$ cat src/rtl/draw_scheduler.sv
// draw_scheduler
// Per-frame sequencer and pixel/ROM bus arbiter for the clear, map and tile drawing engines.
// On each frame_tick the enabled engines run one at a time in the order clear -> map -> tile.
// The running engine owns the vga_adapter pixel bus and the shared tile ROM address bus.
//
// Ports:
//   clk, reset        system clock, asynchronous active-high reset
//   frame_tick        one-cycle frame start pulse
//   stage_en[2:0]     engine enables: [0]=clear, [1]=map, [2]=tile
//   eng_start[2:0]    one-cycle start pulse per engine
//   eng_done[2:0]     engine done levels (rising edge ends a stage)
//   eng_plot/x/y/rgb  packed per-engine pixel requests, engine i at [i*W +: W]
//   eng_rom_addr      packed per-engine ROM addresses
//   vga_plot/x/y/rgb  registered pixel bus to vga_adapter
//   rom_addr          combinational ROM address of the current owner
//   owner             0..2 = engine owning the buses, 3 = none
//   busy, frame_done  frame in progress / one-cycle completion pulse
//   timeout_flag      sticky: an engine was aborted
//   overrun_cnt       saturating count of frame ticks dropped while busy
module draw_scheduler #(
   parameter int unsigned X_W            = 8,
   parameter int unsigned Y_W            = 7,
   parameter int unsigned RGB_W          = 24,
   parameter int unsigned ADDR_W         = 12,
   parameter int unsigned TIMEOUT_CYCLES = 1048575
) (
   input  logic                clk,
   input  logic                reset,
   input  logic                frame_tick,
   input  logic [2:0]          stage_en,
   output logic [2:0]          eng_start,
   input  logic [2:0]          eng_done,
   input  logic [2:0]          eng_plot,
   input  logic [3*X_W-1:0]    eng_x,
   input  logic [3*Y_W-1:0]    eng_y,
   input  logic [3*RGB_W-1:0]  eng_rgb,
   input  logic [3*ADDR_W-1:0] eng_rom_addr,
   output logic                vga_plot,
   output logic [X_W-1:0]      vga_x,
   output logic [Y_W-1:0]      vga_y,
   output logic [RGB_W-1:0]    vga_rgb,
   output logic [ADDR_W-1:0]   rom_addr,
   output logic [1:0]          owner,
   output logic                busy,
   output logic                frame_done,
   output logic                timeout_flag,
   output logic [7:0]          overrun_cnt
);

   typedef enum logic [1:0] {StIdle, StStart, StWait, StFinish} state_e;

   localparam logic [1:0]  OwnerNone = 2'd3;
   localparam logic [19:0] TmoLast   = 20'(TIMEOUT_CYCLES - 1);

   state_e      state_q, state_d;
   logic [1:0]  stage_q, stage_d;
   logic [19:0] tmo_cnt_q, tmo_cnt_d;
   logic [2:0]  done_prev_q;
   logic        set_timeout;
   logic        done_edge;
   logic [2:0]  cand;
   logic [1:0]  next_stage;

   // Only a fresh rising edge ends a stage; a done level left over from a previous frame is ignored.
   assign done_edge = eng_done[stage_q] & ~done_prev_q[stage_q];

   always_comb begin
      state_d     = state_q;
      stage_d     = stage_q;
      tmo_cnt_d   = tmo_cnt_q;
      set_timeout = 1'b0;
      // Candidate stages: all from idle, otherwise only those above the current stage.
      if (state_q == StIdle) begin
         cand = stage_en;
      end else begin
         cand = stage_en & ~((3'b010 << stage_q) - 3'd1);
      end
      if (cand[0]) begin
         next_stage = 2'd0;
      end else if (cand[1]) begin
         next_stage = 2'd1;
      end else if (cand[2]) begin
         next_stage = 2'd2;
      end else begin
         next_stage = OwnerNone;
      end

      unique case (state_q)
         StIdle: begin
            if (frame_tick) begin
               if (next_stage == OwnerNone) begin
                  state_d = StFinish;
               end else begin
                  state_d = StStart;
                  stage_d = next_stage;
               end
            end
         end
         StStart: begin
            state_d   = StWait;
            tmo_cnt_d = '0;
         end
         StWait: begin
            if (done_edge || tmo_cnt_q == TmoLast) begin
               // A done edge in the abort cycle wins and does not flag a timeout.
               set_timeout = ~done_edge;
               if (next_stage == OwnerNone) begin
                  state_d = StFinish;
               end else begin
                  state_d = StStart;
                  stage_d = next_stage;
               end
            end else begin
               tmo_cnt_d = tmo_cnt_q + 20'd1;
            end
         end
         StFinish: state_d = StIdle;
         default:  state_d = StIdle;
      endcase
   end

   always_comb begin
      busy       = (state_q != StIdle);
      frame_done = (state_q == StFinish);
      owner      = (state_q == StStart || state_q == StWait) ? stage_q : OwnerNone;
      eng_start  = (state_q == StStart) ? (3'b001 << stage_q) : 3'b000;
      rom_addr   = '0;
      if (owner != OwnerNone) begin
         rom_addr = eng_rom_addr[int'(owner)*ADDR_W +: ADDR_W];
      end
   end

   always_ff @(posedge clk or posedge reset) begin
      if (reset) begin
         state_q      <= StIdle;
         stage_q      <= 2'd0;
         tmo_cnt_q    <= '0;
         done_prev_q  <= '0;
         timeout_flag <= 1'b0;
         overrun_cnt  <= '0;
      end else begin
         state_q     <= state_d;
         stage_q     <= stage_d;
         tmo_cnt_q   <= tmo_cnt_d;
         done_prev_q <= eng_done;
         if (set_timeout) begin
            timeout_flag <= 1'b1;
         end
         if (frame_tick && state_q != StIdle && overrun_cnt != 8'hFF) begin
            overrun_cnt <= overrun_cnt + 8'd1;
         end
      end
   end

   // Pixel bus registered from the current owner; the outgoing owner's last plot still lands one
   // cycle after ownership moves. Coordinates and colour hold while nobody owns the bus.
   always_ff @(posedge clk or posedge reset) begin
      if (reset) begin
         vga_plot <= 1'b0;
         vga_x    <= '0;
         vga_y    <= '0;
         vga_rgb  <= '0;
      end else if (owner != OwnerNone) begin
         vga_plot <= eng_plot[owner];
         vga_x    <= eng_x[int'(owner)*X_W +: X_W];
         vga_y    <= eng_y[int'(owner)*Y_W +: Y_W];
         vga_rgb  <= eng_rgb[int'(owner)*RGB_W +: RGB_W];
      end else begin
         vga_plot <= 1'b0;
      end
   end

endmodule
$ cat config.mk
export PLATFORM = sky130hd
export DESIGN_NAME = draw_scheduler
export DESIGN_NICKNAME = d
export VERILOG_FILES = /design/src/rtl/draw_scheduler.sv
export SDC_FILE = /design/constraint.sdc
export NUM_CORES = 1
export LEC_CHECK = 0
export ABC_AREA = 1
export BUFFER_PORTS_ARGS = -buffer_cell sky130_fd_sc_hd__buf_2
export CAP_MARGIN = 20
export CORE_MARGIN = 2
export CORE_UTILIZATION = 46
export CTS_CLUSTER_SIZE = 24
export DETAILED_ROUTE_END_ITERATION = 8
export PLACE_DENSITY = 0.88
export SLEW_MARGIN = 20
export SYNTH_ARGS = -nofsm -noshare
export SYNTH_HDL_FRONTEND = slang
export SYNTH_SLANG_ARGS = --single-unit
$ cat constraint.sdc
create_clock -name clk -period 3 [get_ports clk]
set_clock_uncertainty 0.05 [all_clocks]
set_input_delay 0.45 -clock clk [delete_from_list [all_inputs] [get_ports clk]]
set_output_delay 0.45 -clock clk [all_outputs]
set_load 0.01 [all_outputs]
==> results of run 1 <==
[cell usage in the layout, fill, tap and decap left out]
master	n
buf_2	232
dfrtp_2	1
ha_1	7
nor3_1	4
xnor2_1	7
nand3_1	18
o21ai_0	42
buf_4	12
nand2_1	180
mux2i_1	1
o31ai_1	5
a21boi_1	1
clkbuf_8	10
clkinvlp_4	5
clkinv_2	1
and2_1	2
o21ai_1	4
nor4_1	1
inv_1	36
nor2_1	72
inv_4	1
a221oi_1	47
dfrtp_1	75
nand3_2	1
nand4_1	6
nor2_4	3
or2_2	2
nand2_4	1
a21oi_1	53
inv_2	1
buf_12	1
o21bai_1	1
xor2_1	11
clkbuf_1	1
[cell type report]
type                            count  area (sq um)  share of cell area
Clock inverter                      5          37.5             0.00619
Timing Repair Buffer              245          1270               0.210
Multi-Input combinational cell    469          2390               0.395
Clock buffer                       11           141              0.0233
Sequential cell                    76          1900               0.314
Tap cell                          133           166              0.0274
Inverter                           39           150              0.0248
[cells by family after synthesis]
| logic type | after synthesis | share of synthesized area |
|---|---|---|
| buffers and inverters | 76 | 0.0717 |
| AOI/OAI and AO/OA | 153 | 0.208 |
| DFF | 76 | 0.413 |
| adders and majority gates | 7 | 0.0190 |
| xor gates and xnor gates | 18 | 0.0342 |
| and+or+nand+nor | 290 | 0.251 |
| muxes | 1 | 0.00217 |
[flip-flops by register name, indices dropped and copies added (netlist names)]
name          flops
vga_rgb          24
tmo_cnt_q        20
overrun_cnt       8
vga_x             8
vga_y             7
done_prev_q       3
stage_q           2
state_q           2
timeout_flag      1
vga_plot          1
[layer usage]
metal,part of all wire,GRT usage
met5,0,0
met3,0.074,0.0727
met1,0.39,0.332
met2,0.51,0.452
met4,0.031,0.101
[stage by stage]
| stage | power, W | area [sq um] | hold slack, ns | setup WS, ns |
|---|---|---|---|---|
| after CTS | 0.00685 | 6060 | 0.112 | 0.371 |
| after global routing | 0.00749 | 6060 | 0.130 | 0.242 |
| after detailed placement | 0.00613 | 5890 | 0.418 | 0.756 |
| after floorplan | 0.00471 | 4600 | 0.431 | 0.562 |
| after global placement | 0.00601 | 5890 | 0.412 | 0.846 |
| final | 0.00681 | 6060 | 0.100 | 0.359 |
[worst max-delay path: cells and delay by family (launching register included)]
kind                     cells  cell delay (ns)
AO/OA/AOI/OAI                1             0.29
adder cells (fa/ha/maj)      1             0.28
buffers and inverters        5             0.59
flip-flops                   1             0.41
AND/OR/NAND/NOR              2             0.23
[cells in the mapped netlist]
master and count:
nand2_1 180, dfrtp_1 76, nor2_1 75, a21oi_1 53
a221oi_1 47, o21ai_0 42, inv_1 37, buf_2 22
nand3_1 18, xor2_1 11, clkbuf_1 10, ha_1 7
xnor2_1 7, nand4_1 6, o31ai_1 5, nor3_1 4
o21ai_1 4, and2_1 2, buf_1 2, buf_4 2
or2_2 2, a21boi_1 1, buf_6 1, inv_2 1
inv_4 1, mux2i_1 1, nand2_4 1, nand3_2 1
nor4_1 1, o21bai_1 1
[final timing paths]
kind,start,endpoint
worst min-delay path,reset,tmo_cnt_q[5]
worst max register to register,state_q[0],vga_x[0]
worst min register to register,vga_x[7],vga_x[7]
min in group clk,eng_done[1],done_prev_q[1]
worst max-delay path,state_q[0],rom_addr[0]
max in group asynchronous,reset,vga_x[0]
[power by group]
part | switching, W | internal [W] | total (W)
sequential | 0.000278 | 0.00144 | 0.00172
combinational | 0.00277 | 0.00161 | 0.00438
clock | 0.000388 | 0.000323 | 0.000711
total | 0.00344 | 0.00337 | 0.00681
==> flow_results.org, run 1 <==
** CTS
- The number of setup buffers added after CTS is 0.
- # resized after CTS :: 0
- Latest clock arrival within the worst-skew pair :: between 0.3 and 0.4 ns
- CTS max path bufs :: 2
- Hold repair after CTS inserted 0 buffers.
- Depth of the CTS H-tree :: 3
- The tree is rooted in a clkbuf_8.
- Clock-pin slew of the registers on the worst-case setup and hold paths :: 0.08 ns
- TritonCTS clock tree :: yes
- Number of buffers created by CTS :: 9
- Clock tree sinks :: 76

** Floorplan
- After floorplanning, the core was divided into 36 placement rows.
- Die outline area :: 10800 sq um
- roughly 230 I/O pins were placed.
- Starting density of the core :: 0.473
- The floorplan step set the die height to roughly 100 microns.
- The die is ~100 microns wide.
- In this run the standard cell core region covers approximately 9700 sq um.

** Power and ir drop
- Dividing total power by cell area gives a power density of approximately 1100 nW/um^2.
- Largest vdd supply drop :: ~0.00058 V
- Leakage power summed over all cells :: just over 3 nW

** Yosys
- In the post-synthesis netlist, the biggest area contributors are dfrtp_1 (41%), nand2_1 (15%), a221oi_1 (8.9%), nor2_1 (6.1%), a21oi_1 (5.8%).
- Number of warnings printed during yosys synthesis :: 0
- Post-synthesis net count :: between 700 and 800
- Register area share after synthesis :: 0.413
- After synthesis the netlist holds a flip-flop and latch count of between 70 and 80.
- After synthesis, the netlist uses 30 different library cells.
- Yosys top cell by area :: dfrtp_1
- The cell count after synthesis came out at just over 600.
- Of the post-synthesis cell area, the dominant cell type holds 0.413.
- The cell area that synthesis handed to floorplanning was approximately 4600 sq um.
- Post-synthesis average cell area :: 7.41 sq um

** Finish
- Leaving out filler cells and counting taps, the final layout contains between 900 and 1000.
- For this run, the share of the core covered by cells in the final layout is 0.623.
- 0 antenna diodes ended up in the layout.
- Layout Area Growth over Synthesis :: 31.7%
- # nets final :: slightly above 1000
- Layout cells sized above 1 :: 0.321
- Counting the fill cells in the layout gives approximately 900.

** Critical path
- Walking the worst path, the cells encountered are inv_1, ha_1, inv_1, nor2_4, inv_1, buf_4, a221oi_1, nor2_1, buf_2.
- Cell with the biggest individual delay on the critical path :: dfrtp_1
- In this design, the stage delay of the slowest critical-path cell is ~0.41 ns.
- STA classifies the critical path startpoint as a register.
- STA classifies the critical path endpoint as an output port.
- Crit path top cell by count :: inv_1
- Counting cells, the worst reg-to-reg path comes to 9.
- Along the worst path, the maximum fanout reaches 26.
- The critical path in this run is classified as register to output port.
- Flop2flop setup slack :: 0.80 ns
- At the worst endpoint, the required time is roughly 2.5 ns.
- Data on the critical path arrives at its endpoint at around 2.1 ns.

** Global routing
- Wire length of the first global-routing pass :: between 20000 and 25000 microns
- Number of global-route vias before repair :: 4957
- Entering global routing, the biggest net connects 54 pins.
- Global routing finished with a remaining overflow of 0.
- Number of antenna violations at the first check in global routing :: 2
- GRT Util Overall :: 0.269

** Min path
- The tightest min-delay check is of the input port to asynchronous set/reset pin type.

** Route
- After detailed routing, the number of vias per cell comes to between 5 and 6.
- For this run, design rule violations remaining after detail routing come to 0.
- After detailed routing, the average wire length per cell comes to 14.6 microns.
- The detail route stage leaves a number of antenna-violating nets equal to 0.
- Post-detailed-routing wire length :: roughly 14000 microns
- First-pass DRT Iterations :: 5
- First-iteration detailed-routing DRC count :: 230
- Overall via count from detail_route :: between 5000 and 6000

** Timing
- Headroom to the max-slew limit came out at 0.594.
- Final period util :: 0.880
- The final hold violation count was 0.
- Static timing analysis puts the maximum clock frequency at roughly 380 MHz.
- Clock period minus worst slack :: between 2 and 3 ns
- In the final timing run, aggregate negative setup slack is 0 ns.
- The count of pins over their slew limit is 0.
- RSZ-0062 raised after global routing :: false
- Final setup violating endpoints :: 0
- Actual slew at the worst max-slew pin :: roughly 0.61 ns

** Placed design
- Global placement routability congestion :: between 0.9 and 1
- Placed cell count :: 962
- Input and output buffers added on the ports amount to between 200 and 250.
- Detailed placement ended at an HPWL of between 10000 and 15000 microns.

** Run
- Max-cap violation count :: 0

** Outcome
- The flow ran to the end, and the final reports show no timing, DRC or antenna violations.
Power figures use the tool's default switching activity.
==> run 2, diff against run 1 <==
--- a/config.mk
+++ b/config.mk
@@ -6,13 +6,13 @@
 export NUM_CORES = 1
 export LEC_CHECK = 0
 export ABC_AREA = 1
-export BUFFER_PORTS_ARGS = -buffer_cell sky130_fd_sc_hd__buf_2
 export CAP_MARGIN = 20
 export CORE_MARGIN = 2
-export CORE_UTILIZATION = 46
+export CORE_UTILIZATION = 60
 export CTS_CLUSTER_SIZE = 24
 export DETAILED_ROUTE_END_ITERATION = 8
-export PLACE_DENSITY = 0.88
+export DONT_BUFFER_PORTS = 1
+export PLACE_DENSITY = 0.83
 export SLEW_MARGIN = 20
 export SYNTH_ARGS = -nofsm -noshare
 export SYNTH_HDL_FRONTEND = slang
==> flow_results.org, run 2 (synthesis gave the netlist of run 1 again) <==
** Outcome
- Run status: finished clean (unchanged).

** Placed design
- The total cell area at the placement stage came to 4680 sq um (was 5890 sq um).
- Global placement routability congestion :: 0.910 (was 0.902)
- The placed wire-length estimate is 9390 microns (was 11000 microns).
- Port-buffer cells :: 0 (was 232)

** Timing
- The total of endpoints with negative setup slack in the final report came to 0 (unchanged).
- Number of slew-limit violations in the final report :: 0 (unchanged)
- Headroom to the max-slew limit :: 0.359 (was 0.594)
- Hold violation count in the final report :: 0 (unchanged)
- The hold slack was 0.0761 ns (was 0.100 ns).
- The final period utilization came to 0.929 (was 0.880).
- RSZ-0062 raised after global routing: false (unchanged).
- The total negative setup slack was 0 ns (unchanged).
- Actual slew at the worst max-slew pin :: 0.960 ns (was 0.608 ns)
- Clock period minus worst slack :: 2.79 ns (was 2.64 ns)
- Top achievable clock speed :: 359 MHz (was 379 MHz)

** Finish
- Registers with the most flip-flops :: vga_rgb (24), tmo_cnt_q (20) (unchanged)
- Layout cells sized above 1 :: 0.0635 (was 0.321)
- The post-layout net count was 781 (was 1012).
- Highest-count cells in the layout ignoring fill and taps :: nand2_1 (180), dfrtp_1 (75), nor2_1 (72) (was buf_2 (232), nand2_1 (180), dfrtp_1 (75))
- Max FFs per register :: 24 (unchanged)
- The post-synthesis to final-layout area growth is 6.01% (was 31.7%).
- The most frequent standard cell in the layout excluding fill and tap cells is nand2_1 (was buf_2).
- Largest register by flop count :: vga_rgb (unchanged)
- The number of diodes is 0 (unchanged).
- The summed area of non-filler cells in the final layout was 4880 sq um (was 6060 sq um).

** Critical path
- The data required time at the worst endpoint came to 2.50 ns (about the same).
- The worst endpoint data arrival time is 2.29 ns (was 2.14 ns).
- Critical Path Source Type :: register (unchanged)
- Worst Path Max Fanout :: 25 (was 26)
- The number of cells on the worst reg-to-reg path is 7 (was 9).
- Endpoint type of the worst setup path :: output port (unchanged)
- The kind of critical path is register to output port (unchanged).

** Power and ir drop
- The switching fraction of total power was 0.525 (was 0.505).
- Total net switching power :: 0.00327 W (was 0.00344 W)
- Logic pwr share :: 0.574 (was 0.643)
- The total power draw came to 0.00622 W (was 0.00681 W).
- Largest vdd supply drop :: 0.000777 V (was 0.000577 V)
- The fraction of power consumed by the clock network came to 0.113 (was 0.104).
- The total leakage power was 2.12 nW (was 3.04 nW).
- The total power density per cell area was 1270 nW/um^2 (was 1120 nW/um^2).
- Cell-internal power :: 0.00295 W (was 0.00337 W)
- Sequential fraction of design power :: 0.314 (was 0.253)

** Route
- The average via count per standard cell came to 6.06 (was 5.25).
- The post-detailed-route DRC marker count came to 0 (unchanged).
- The aggregate routed wire length is 12600 microns (was 14300 microns).
- First-iteration detailed-routing DRC count :: 268 (was 230)
- Overall via count from detail_route :: 4322 (was 5139)
- The final antenna-violating net count is 0 (unchanged).
- Mean routed wirelength per cell :: 17.6 microns (was 14.6 microns)
- First-pass DRT Iterations :: 5 (unchanged)

** Global routing
- The number of global-route vias before repair came to 3832 (was 4957).
- GRT Util Overall :: 0.290 (was 0.269)
- Wire length of the first global-routing pass :: 19300 microns (was 23700 microns)
- Pin count of the biggest net entering global routing :: 51 (was 54)
- The sum of overflow across all layers after global routing was 0 (unchanged).
- Number of antenna violations at the first check in global routing :: 0 (was 2)

** Min path
- Count of cells along the worst hold path :: 0
- The path category of the worst min-delay check is input port to register (was input port to asynchronous set/reset pin).

** CTS
- Root buffer selected by CTS :: clkbuf_8 (unchanged)
- The level count of the clock H-tree came to 3 (unchanged).
- Clock tree sinks :: 76 (unchanged)
- The insertion delay of the later-clocked pin in the worst-skew pair was 0.35 ns (about the same).
- CTS max path bufs :: 2 (unchanged)
- The number of buffers created by CTS is 9 (unchanged).
- The clock input transition at the sequential cells of the worst setup and hold paths came to 0.07 ns (was 0.08 ns).
- The clock tree from TritonCTS was yes (unchanged).

** Run
- Max-cap violation count :: 0 (unchanged)

** Floorplan
- The I/O pin total came to 233 (unchanged).
- The full die area was 8390 sq um (was 10800 sq um).
- Core area :: 7330 sq um (was 9730 sq um)
- Count of standard-cell rows :: 31 (was 36)
- The initial standard-cell utilization of the core was 0.628 (was 0.473).
- Die Height :: 91.6 microns (was 104 microns)
- The floorplan die width was 91.6 microns (was 104 microns).
run 2: changes by cell type in the layout (fill, tap and decap cells not counted):
cell / delta
dlygate4sd3_1: +1
inv_6: +1
buf_12: +1
inv_2: +1
buf_2: -232
buf_4: -1
clkinvlp_4: -2
run 2: what timing repair did:
item / 4_1_cts / 5_1_grt
hold endpoints to repair: 26 / 0
setup buffers: 0 / 2
resized for setup: 0 / 0
hold buffers: 1 / 0
endpoints found under the setup margin: 0 / 12
run 2: path summary, 6_finish.rpt:
check,start,endpoint,slack [ns]
max in group asynchronous,reset,vga_rgb[22],1.68
max,state_q[0],rom_addr[0],0.21
min in group asynchronous,reset,overrun_cnt[0],0.56
min reg2reg,tmo_cnt_q[10],tmo_cnt_q[10],0.50
min,eng_done[0],done_prev_q[0],0.08
max reg2reg,state_q[0],vga_rgb[12],0.63
run 2: critical path, stage by stage, from the launching register on:
cell and delay [ns]:
dfrtp_1 0.40, inv_1 0.08, ha_1 0.27, inv_1 0.08, nor2_4 0.47, buf_4 0.31, a221oi_1 0.10, nor2_1 0.22
run 2: final cells by class:
class | instances | area (sq um)
clock buffer | 11 | 141
clock inverter | 5 | 36.3
fill | 623 | 2450
inverter | 39 | 149
multi-input combinational | 469 | 2390
sequential | 76 | 1900
tap | 99 | 124
timing repair buffer | 14 | 133
run 2: power groups by stage:
stage,registers (W),clock network [W],logic [W]
6_report,0.00195,0.000701,0.00357
5_1_grt,0.00198,0.000769,0.00401
4_1_cts,0.00195,0.000725,0.00350
3_5_place_dp,0.00196,0,0.00349
3_3_place_gp,0.00195,0,0.00334
2_1_floorplan,0.00183,0,0.00288
run 2: layer usage:
| layer | up-vias | share of wire | GRT usage |
|---|---|---|---|
| met2 | 208 | 0.48 | 0.457 |
| met3 | 32 | 0.074 | 0.0705 |
| met5 | - | 0 | 0 |
| met4 | 0 | 0.030 | 0.119 |
| met1 | 2015 | 0.42 | 0.383 |
| li1 | 2067 | - | - |
run 2: through the flow:
step,setup slack (ns),instances,utilization
final,0.213,713,0.666
after global routing,0.0361,713,0.666
after CTS,0.0428,711,0.664
after detailed placement,0.455,694,0.638
after global placement,0.510,694,0.638
after floorplan,0.562,621,-
==> run 3, diff against run 2 <==
--- a/config.mk
+++ b/config.mk
@@ -12,7 +12,8 @@
 export CTS_CLUSTER_SIZE = 24
 export DETAILED_ROUTE_END_ITERATION = 8
 export DONT_BUFFER_PORTS = 1
-export PLACE_DENSITY = 0.83
+export GPL_TIMING_DRIVEN = 0
+export PLACE_DENSITY = 0.76
 export SLEW_MARGIN = 20
 export SYNTH_ARGS = -nofsm -noshare
 export SYNTH_HDL_FRONTEND = slang
==> flow_results.org, run 3 (synthesis gave the netlist of run 1 again) <==
** CTS
- The root buffer cell is clkbuf_8 (unchanged).
- Latest clock arrival within the worst-skew pair :: 0.34 ns (was 0.35 ns)
- Clock-pin slew of the registers on the worst-case setup and hold paths :: 0.08 ns (was 0.07 ns)
- The clock tree from TritonCTS is yes (unchanged).
- The post-CTS setup repair buffer count was 0 (unchanged).
- Clock tree sinks :: 76 (unchanged)
- Depth of the CTS H-tree :: 3 (unchanged)
- The number of buffers created by CTS was 9 (unchanged).
- The deepest clock path buffer count came to 2 (unchanged).

** Global routing
- The wire length of the first global-routing pass came to 21500 microns (was 19300 microns).
- Number of global-route vias before repair :: 4240 (was 3832)
- Pin count of the biggest net entering global routing :: 43 (was 51)
- The sum of overflow across all layers after global routing came to 0 (unchanged).
- GRT Util Overall :: 0.321 (was 0.290)
- Number of antenna violations at the first check in global routing :: 0 (unchanged)

** Finish
- The count of fill cells added during filler insertion came to 629 (was 623).
- Final core area utilization :: 0.672 (was 0.666)
- Commonest non-fill, non-tap cell in the layout :: nand2_1 (unchanged)
- The number of flip-flops under the largest register name came to 24 (unchanged).
- The share of final-layout standard cells stronger than drive strength 1 is 0.0785 (was 0.0635).
- The post-synthesis to final-layout area growth was 6.98% (was 6.01%).
- Registers with the most flip-flops: vga_rgb (24), tmo_cnt_q (20) (unchanged).
- Largest register by flop count :: vga_rgb (unchanged)
- Highest-count cells in the layout ignoring fill and taps: nand2_1 (180), dfrtp_1 (76), nor2_1 (74) (was nand2_1 (180), dfrtp_1 (75), nor2_1 (72)).
- The number of diodes is 0 (unchanged).
- # nets final :: 806 (was 781)

** Power and ir drop
- The maximum resistive drop on vdd came to 0.000802 V (was 0.000777 V).
- Leakage power summed over all cells :: 2.19 nW (was 2.12 nW)
- Pwr per Cell Area :: 1290 nW/um^2 (was 1270 nW/um^2)

** Timing
- Clock period minus worst slack :: 2.80 ns (was 2.79 ns)
- The max-slew headroom at the worst pin is 0.631 (was 0.359).
- RSZ-0062 raised after global routing :: false (unchanged)
- The final worst-path setup slack came to 0.202 ns (was 0.213 ns).
- The total of endpoints with negative setup slack in the final report came to 0 (unchanged).
- The hold slack is 0.0795 ns (was 0.0761 ns).
- The count of pins over their slew limit is 0 (unchanged).
- Final period util :: 0.933 (was 0.929)
- The slew at the pin with the worst max-slew slack is 0.552 ns (was 0.960 ns).
- The maximum clock frequency was 357 MHz (was 359 MHz).
- Hold violation count in the final report :: 0 (unchanged)
- The total negative setup slack was 0 ns (unchanged).

** Critical path
- Critical Path Source Type :: register (unchanged)
- The kind of critical path is register to output port (unchanged).
- Delay of the slowest cell on the worst path :: 0.40 ns (was 0.47 ns)
- Cell with the biggest individual delay on the critical path :: dfrtp_1 (was nor2_4)
- The worst setup slack for register-to-register paths is 0.89 ns (was 0.63 ns).
- Series of cell instances along the critical path: inv_1, ha_1, inv_1, nor2_2, inv_1, buf_2, buf_2, a221oi_1, nor2_1 (was inv_1, ha_1, inv_1, nor2_4, buf_4, a221oi_1, nor2_1).
- The critical path capture point type was an output port (unchanged).
- Crit path top cell by count :: inv_1 (unchanged)
- The worst endpoint data arrival time is 2.30 ns (was 2.29 ns).
- The maximum fanout along the worst path was 10 (was 25).
- The data required time at the worst endpoint is 2.50 ns (about the same).
- The total buffers and inverters traversed by the critical path came to 5 (was 3).
- The kind of cell with the highest combined delay on the critical path is buffers and inverters (was simple AND/OR/NAND/NOR gates).

** Floorplan
- Die outline area :: 8390 sq um (unchanged)
- Io pins :: 233 (unchanged)
- Die Height :: 91.6 microns (unchanged)
- The initial standard-cell utilization of the core is 0.628 (unchanged).
- Die Wd :: 91.6 microns (unchanged)
- Count of standard-cell rows :: 31 (unchanged)
- The total core area is 7330 sq um (unchanged).

** Route
- ANT nets after route :: 0 (unchanged)
- Mean routed wirelength per cell :: 18.6 microns (was 17.6 microns)
- The count of vias placed by the detailed router was 4478 (was 4322).
- Ratio of routed vias to standard cells :: 6.08 (was 6.06)
- First-pass DRT Iterations :: 6 (was 5)
- The post-detailed-route DRC marker count came to 0 (unchanged).
- The aggregate routed wire length is 13700 microns (was 12600 microns).
- The number of DRC markers in iteration 0 came to 408 (was 268).

** Outcome
- Run status :: finished clean (unchanged)

** Placed design
- The placed wire-length estimate came to 10500 microns (was 9390 microns).
- The number of buffers added on ports is 0 (unchanged).
- The final weighted congestion of routability-driven global placement was 0.910 (about the same).
- The pre-CTS worst setup slack came to 0.524 ns (was 0.455 ns).

** Run
- Max-cap violation count :: 0 (unchanged)

** Min path
- The path category of the worst min-delay check is input port to register (unchanged).
## run 3: cell types whose count changed in the layout (fill, tap and decap cells not counted), sizes merged
cell / change
clkinvlp: -2
clkbuf: +9
inv: -1
buf: +14
clkinv: +3
## run 3: path summary, 6_finish.rpt
| check | from | endpoint | cells past startpoint |
|---|---|---|---|
| max reg2reg | state_q[0] | tmo_cnt_q[9] | 8 |
| max in group asynchronous | reset | tmo_cnt_q[17] | 3 |
| min reg2reg | timeout_flag | timeout_flag | 1 |
| min | eng_done[0] | done_prev_q[0] | 0 |
| max | state_q[0] | rom_addr[10] | 9 |
| min in group asynchronous | reset | vga_rgb[15] | 2 |
## run 3: area by class of cell
class	instances	area [sq um]	area share
Sequential cell	76	1900	0.386
Clock buffer	9	124	0.0251
Tap cell	99	124	0.0251
Buffer	37	183	0.0371
Inverter	39	151	0.0307
Clock inverter	5	31.3	0.00635
Timing Repair Buffer	2	30.0	0.00610
Multi-Input combinational cell	469	2380	0.483
## run 3: where the power goes
group	total, W	leakage [nW]	internal, W	switching, W
registers	0.00195	0.952	0.00144	0.000508
logic	0.00376	1.16	0.00124	0.00252
clock network	0.000666	0.0807	0.000288	0.000378
## run 3: timing repair
item | CTS | global route
endpoints found under the setup margin | 0 | 3
hold buffers | 1 | 0
hold endpoints to repair | 34 | 0
resized for setup | 0 | 3
## run 3: routing by layer
layer  up-vias  part of all wire  GRT usage
li1       2131                 -          -
met1      2133              0.43      0.426
met2       192              0.48      0.518
met3        22             0.075     0.0730
met4         0             0.010      0.107
met5         -                 0          0
## run 3: through the flow
stage / power, W / area, sq um / cells
floorplan: 0.00471 / 4600 / 621
global placement: 0.00552 / 4730 / 720
detailed placement: 0.00564 / 4750 / 721
CTS: 0.00631 / 4920 / 736
global route: 0.00690 / 4930 / 736
finish: 0.00638 / 4930 / 736
